<file path="config.mk">
export PLATFORM = sky130hd
export DESIGN_NAME = acc_rf_wr_arbiter
export DESIGN_NICKNAME = d
export VERILOG_FILES = /design/src/rtl/acc_pkg.sv /design/src/rtl/acc_wr_fifo.sv /design/src/rtl/acc_rf_wr_arbiter.sv
export SDC_FILE = /design/constraint.sdc
export NUM_CORES = 1
export LEC_CHECK = 0
export ABC_AREA = 0
export CAP_MARGIN = 20
export CORE_MARGIN = 5
export CORE_UTILIZATION = 51
export DETAILED_ROUTE_END_ITERATION = 10
export PLACE_DENSITY = 0.79
export SLEW_MARGIN = 20
export SYNTH_ARGS = -nofsm -noshare
export SYNTH_HDL_FRONTEND = slang
export SYNTH_SLANG_ARGS = --single-unit
</file>
<file path="constraint.sdc">
create_clock -name clk_i -period 3.1 [get_ports clk_i]
set_clock_uncertainty 0.2 [all_clocks]
set_input_delay 0.62 -clock clk_i [delete_from_list [all_inputs] [get_ports clk_i]]
set_output_delay 0.62 -clock clk_i [all_outputs]
set_load 0.005 [all_outputs]
</file>
<file path="src/rtl/acc_pkg.sv">
// Shared accelerator types: register-file address/data and the write bundle
// used both for buffered entries and for the register-file write port.
package acc_pkg;

  localparam int unsigned REG_ADDR_W = 5;
  localparam int unsigned DATA_W     = 32;

  typedef logic [REG_ADDR_W-1:0] reg_addr_t;
  typedef logic [DATA_W-1:0]     data_t;

  typedef struct packed {
    logic      valid;
    reg_addr_t addr;
    data_t     data;
  } rf_wr_t;

endpackage

</file>
<file path="src/rtl/acc_wr_fifo.sv">
// Ordered buffer of accelerator writes with kill-by-address and a
// youngest-valid-match lookup used for read bypass.
module acc_wr_fifo
  import acc_pkg::*;
#(
  parameter int unsigned DEPTH = 4,
  parameter int unsigned CNT_W = $clog2(DEPTH + 1)
) (
  input  logic             clk_i,
  input  logic             rst_i,
  input  logic             push_i,
  input  rf_wr_t           push_data_i,
  input  logic             pop_i,
  input  logic             kill_i,
  input  reg_addr_t        kill_addr_i,
  input  reg_addr_t        lookup_addr_i,
  output rf_wr_t           head_o,
  output logic             empty_o,
  output logic             full_o,
  output logic [CNT_W-1:0] count_o,
  output logic             hit_o,
  output data_t            hit_data_o
);

  localparam int unsigned PTR_W = $clog2(DEPTH);

  rf_wr_t           mem [DEPTH];
  logic [PTR_W-1:0] rd_ptr;
  logic [PTR_W-1:0] wr_ptr;
  logic [CNT_W-1:0] count;

  // Kill is applied before the push so a same-edge push stays valid (it is newer).
  always_ff @(posedge clk_i) begin
    if (rst_i) begin
      rd_ptr <= '0;
      wr_ptr <= '0;
      count  <= '0;
      for (int i = 0; i < DEPTH; i++) mem[PTR_W'(i)] <= '0;
    end else begin
      if (kill_i) begin
        for (int i = 0; i < DEPTH; i++) begin
          if (mem[PTR_W'(i)].addr == kill_addr_i) mem[PTR_W'(i)].valid <= 1'b0;
        end
      end
      if (push_i) begin
        mem[wr_ptr] <= push_data_i;
        wr_ptr      <= wr_ptr + PTR_W'(1);
      end
      if (pop_i) rd_ptr <= rd_ptr + PTR_W'(1);
      count <= count + CNT_W'(push_i) - CNT_W'(pop_i);
    end
  end

  // Walk head to tail; the last valid match is the youngest.
  always_comb begin
    logic [PTR_W-1:0] idx;
    idx        = '0;
    hit_o      = 1'b0;
    hit_data_o = '0;
    for (int i = 0; i < DEPTH; i++) begin
      idx = rd_ptr + PTR_W'(i);
      if ((CNT_W'(i) < count) && mem[idx].valid && (mem[idx].addr == lookup_addr_i)) begin
        hit_o      = 1'b1;
        hit_data_o = mem[idx].data;
      end
    end
  end

  assign head_o  = mem[rd_ptr];
  assign empty_o = (count == '0);
  assign full_o  = (count == CNT_W'(DEPTH));
  assign count_o = count;

endmodule

</file>
<file path="src/rtl/acc_rf_wr_arbiter.sv">
// Arbitrates the single register-file write port between CPU writeback
// (absolute priority) and buffered/fall-through accelerator writes.
module acc_rf_wr_arbiter
  import acc_pkg::*;
#(
  parameter int unsigned DEPTH = 4,
  parameter int unsigned CNT_W = $clog2(DEPTH + 1)
) (
  input  logic             clk_i,
  input  logic             rst_i,
  input  logic             cpu_wren_i,
  input  reg_addr_t        cpu_waddr_i,
  input  data_t            cpu_wdata_i,
  input  logic             acc_wren_i,
  input  reg_addr_t        acc_waddr_i,
  input  data_t            acc_wdata_i,
  output logic             acc_wready_o,
  output logic             rf_wren_o,
  output reg_addr_t        rf_waddr_o,
  output data_t            rf_wdata_o,
  input  reg_addr_t        raddr_i,
  input  data_t            rf_rdata_i,
  output data_t            rdata_o,
  output logic             rvalid_o,
  output logic [CNT_W-1:0] pending_o,
  output logic             busy_o
);

  rf_wr_t           port;
  rf_wr_t           head;
  rf_wr_t           push_data;
  logic             push;
  logic             pop;
  logic             fall;
  logic             kill;
  logic             empty;
  logic             full;
  logic             hit;
  data_t            hit_data;
  logic [CNT_W-1:0] count;

  acc_wr_fifo #(
    .DEPTH (DEPTH),
    .CNT_W (CNT_W)
  ) u_fifo (
    .clk_i         (clk_i),
    .rst_i         (rst_i),
    .push_i        (push),
    .push_data_i   (push_data),
    .pop_i         (pop),
    .kill_i        (kill),
    .kill_addr_i   (cpu_waddr_i),
    .lookup_addr_i (raddr_i),
    .head_o        (head),
    .empty_o       (empty),
    .full_o        (full),
    .count_o       (count),
    .hit_o         (hit),
    .hit_data_o    (hit_data)
  );

  // Priority mux: CPU, then buffer head, then zero-latency fall-through.
  // x0 writes are swallowed; nothing commits while reset is asserted.
  always_comb begin
    port = '0;
    pop  = 1'b0;
    push = 1'b0;
    fall = 1'b0;
    if (!rst_i) begin
      if (cpu_wren_i) begin
        if (cpu_waddr_i != '0) begin
          port.valid = 1'b1;
          port.addr  = cpu_waddr_i;
          port.data  = cpu_wdata_i;
        end
      end else if (!empty) begin
        pop = 1'b1;
        if (head.valid) port = head;
      end else if (acc_wren_i && (acc_waddr_i != '0)) begin
        fall       = 1'b1;
        port.valid = 1'b1;
        port.addr  = acc_waddr_i;
        port.data  = acc_wdata_i;
      end
      push = acc_wren_i && !full && (acc_waddr_i != '0) && !fall;
    end
  end

  always_comb begin
    push_data       = '0;
    push_data.valid = 1'b1;
    push_data.addr  = acc_waddr_i;
    push_data.data  = acc_wdata_i;
  end

  assign kill         = !rst_i && cpu_wren_i && (cpu_waddr_i != '0);
  assign acc_wready_o = !full;
  assign rf_wren_o    = port.valid;
  assign rf_waddr_o   = port.addr;
  assign rf_wdata_o   = port.data;
  assign rdata_o      = hit ? hit_data : rf_rdata_i;
  assign rvalid_o     = (raddr_i != '0);
  assign pending_o    = count;
  assign busy_o       = (count != '0);

endmodule

</file>
==> metrics.md <==
| Metric | Value |
|---|---|
| Avg Cell Area, Syn | about 10 µm² |
| Syn nets | around 1400 |
| Synth cell count leaders | 184 x nor2_1, 148 x and3_1, 148 x edfxtp_1 |
| RSZ-0062 raised after global routing | true |
| Total power | between 0.008 and 0.009 W |
| Total number of vias | roughly 13000 |
| Slew @ Worst Pin | 0.713 ns |
| Async SR Flop Fraction | 0 |
| Post-synthesis cell type count | 50 |
| Remaining Overflow, GRT | 0 |
| Max Slew Vio Count | 0 |
| Final hold vios | 0 |
| I/O Buffers | 190 |
| Critical Path Slowest Stage Cell | mux4_2 |
| Core area | ~25000 µm² |
| Critical Path Source | u_fifo.rd_ptr[0] |
| Area leader, netlist | edfxtp_1 |
| CTS max path bufs | 2 |
| Final setup vio count | between 60 and 70 |
| Post-DR wirelength/cell | around 26 µm |
| Post-layout util | 0.721 |
| I/O Pins | around 190 |
| Antenna violations before repair | 2 |
| Stages on worst setup path | 14 |
| Worst hold margin | around 0.41 ns |
| Worst slew margin | 0.523 |
| Placer Congestion | around 0.88 |
| RR Endpoint | u_fifo.count_o[2] |
| Post-route DRC | 0 |
| Hold path cells | 3 |
| Worst setup EP type | output port |
| Synthesized cell area | about 13000 µm² |
| Syn Inst Count | roughly 1300 |
| Site Rows | 58 |
| Area Growth Syn to Fin | 40.3% |
| DP Wirelength | about 30000 µm |
| Seq/Total Area, Yosys | 0.366 |
| Top FF cell, synth | edfxtp_1 |
| CTS sink cnt | between 150 and 200 |
| Setup CP Type | flop to output port |
| Min-delay src | acc_waddr_i[3] |
| Minimum period implied by the final worst setup slack | 4.07 ns |
| Worst endpoint data arrival time | roughly 3.3 ns |
| LEAKAGE | between 7 and 8 nW |
| Status | complete, but fails checks |
| Post-synth EDFFs | 148 |
| Power Density | approximately 500 nW/µm² |
| Clk root buf | clkbuf_16 |
| Critical path, cell by cell | buf_6 > buf_6 > mux4_2 > xor2_2 > nor4_2 > nand4_1 > buf_6 > o211ai_4 > buf_12 > buf_12 > buf_12 > nor2_2 > a21oi_1 > buf_2 |
| Routed vias/inst | about 7 |
| GRT Util Overall | 0.335 |
| Crit-path max FO | 7 |
| R2R cell count | 10 |
| 1st-iter DRT viols | 2211 |
| Worst reg2reg setup slack | approximately 0.73 ns |
| Post-placement cell area | approximately 16000 µm² |
| Fmax | roughly 250 MHz |
| Post-synth top area share | 0.345 |
| Layout cells sized above 1 | 0.373 |
| RR Startpoint | u_fifo.count_o[2] |
| # H-tree levels | 4 |
| Req. time, crit path | around 2.3 ns |
| Largest net degree at the start of global routing | 68 |
| CTS Buf Count | 17 |
| Vias in the first global route | approximately 13000 |
| Worst-Skew Late Latency | 0.45 ns |
| Most common cell in the synthesized netlist | nor2_1 |
| Worst stage delay on the critical path | between 0.5 and 0.6 ns |
| Min-Delay Path Class | primary input to flop |
| First-pass GRT wire length | approximately 74000 µm |
| WHS Endpoint | u_fifo.mem[2][35] |
| Antenna viol nets, final | 0 |
| Violated checks | setup timing |
| TritonCTS clock tree | built |
| Final worst setup slack | -0.972 ns |
| Critical Path Source Type | flop |
| Post-route cell area | between 15000 and 20000 µm² |
| Die area | 28500 µm² |
| #FFs+latches synth | approximately 160 |
| DR pass1 iterations | 7 |
| Syn. warnings | 0 |
| Die Y | about 170 µm |
| Final nets | about 1700 |
| Buffers & Inverters on Critical Path | 7 |
| Synth area leaders | edfxtp_1 35%, mux4_2 15%, and3_1 7.2% |
| Initial Util | 0.514 |
| Worst path top cell family by delay | buffers and inverters |
| VDD IR max | 0.433 mV |
| Routed WL | 50300 µm |
| Die X | about 170 µm |
| Reg clk slew, reported paths | around 0.070 ns |
| Max-Cap Viols | 0 |
| Period utilization | 1.31 |
## metrics by stage
step           setup WS, ns  setup TNS, ns  instances
2_1_floorplan      -0.00675       -0.00675       1318
3_5_place_dp          -1.26        -112.16       1858
5_1_grt               -1.04         -45.32       1955
4_1_cts              -0.851         -40.85       1938
6_report             -0.972         -39.50       1955
3_3_place_gp          -1.26        -111.99       1858
## power breakdown
part           internal, W  leakage [nW]  switching, W
sequential         0.00256          1.64      0.000159
clock              0.00115         0.290       0.00101
combinational      0.00197          5.15       0.00211
total              0.00568          7.08       0.00328
## placed cells by master, fill, tap and decap left out, types with 11 or more instances in the layout
cell | Yosys | layout
a21oi_1 | 136 | 106
nand3_1 | 37 | 37
o21a_1 | 29 | 29
a221oi_4 | 0 | 11
buf_2 | 30 | 71
xor2_1 | 25 | 21
nor2_4 | 0 | 20
mux2_2 | 33 | 32
clkbuf_16 | 0 | 17
nand2_1 | 39 | 38
o21ai_2 | 1 | 21
edfxtp_1 | 148 | 148
o21ai_1 | 31 | 20
nor2_1 | 184 | 157
mux2i_1 | 40 | 40
or4_1 | 34 | 32
buf_4 | 2 | 148
xnor2_1 | 22 | 21
buf_12 | 0 | 31
a21oi_2 | 0 | 29
buf_6 | 9 | 41
and3_1 | 148 | 148
mux4_2 | 83 | 83
clkdlybuf4s50_1 | 0 | 113
a221oi_2 | 0 | 21
o21ai_0 | 64 | 54
## cell families (layout without fill, tap and decap cells)
family          Yosys count  count (layout)  share of synthesized area
fa+ha+maj                 9               9                    0.00933
mux                     156             156                      0.205
flops                   161             161                      0.366
other cells               0               2                          0
simple gates            469             471                      0.186
buf+inv                 161             464                     0.0566
compound gates          315             315                      0.146
xor+xnor                 47              47                     0.0320
## cell type report
type,instances,area (µm²)
Multi-Input combinational cell,998,8300
Fill cell,1645,6990
Sequential cell,161,4720
Timing Repair Buffer,422,3980
Clock buffer,18,429
Tap cell,330,413
Clock inverter,14,165
Inverter,10,37.5
Antenna cell,2,5.00
## flip-flops by register name (all words and copies together) (netlist names), named ones only
signal and count:
u_fifo.count_o 3, u_fifo.mem 152, u_fifo.rd_ptr 2, u_fifo.wr_ptr 2
## worst max-delay path by stage
stage                       end  slack (ns)
floorplan           rdata_o[24]      -0.007
global placement    rdata_o[26]       -1.26
detailed placement  rdata_o[26]       -1.26
CTS                 rdata_o[19]       -0.85
global route        rdata_o[10]       -1.04
finish              rdata_o[11]       -0.97
## worst register-to-register path: cells and delay by family (launching register included)
kind	cells	cell delay (ns)
flops	1	0.31
xor+xnor	1	0.16
fa+ha+maj	3	0.88
buf+inv	3	0.36
simple gates	3	0.34
## per-layer routing
| metal | vias to the layer above | wire [µm] | global-route usage |
|---|---|---|---|
| met3 | 302 | 6590 | 0.0799 |
| met4 | 0 | 3350 | 0.200 |
| met2 | 1195 | 23500 | 0.540 |
| met5 | - | 0 | 0 |
| li1 | 5576 | - | - |
| met1 | 6294 | 16900 | 0.410 |
## repair_timing
action | 4_1_cts | 5_1_grt
endpoints found under the setup margin | 70 | 70
hold buffers | 0 | 0
endpoints found under the hold margin | 0 | 0
cloned | 7 | 0
gates resized for setup | 448 | 107
pin swaps | 79 | 66
setup buffers | 45 | 26
Note: power is estimated with default switching activity, not from simulation.
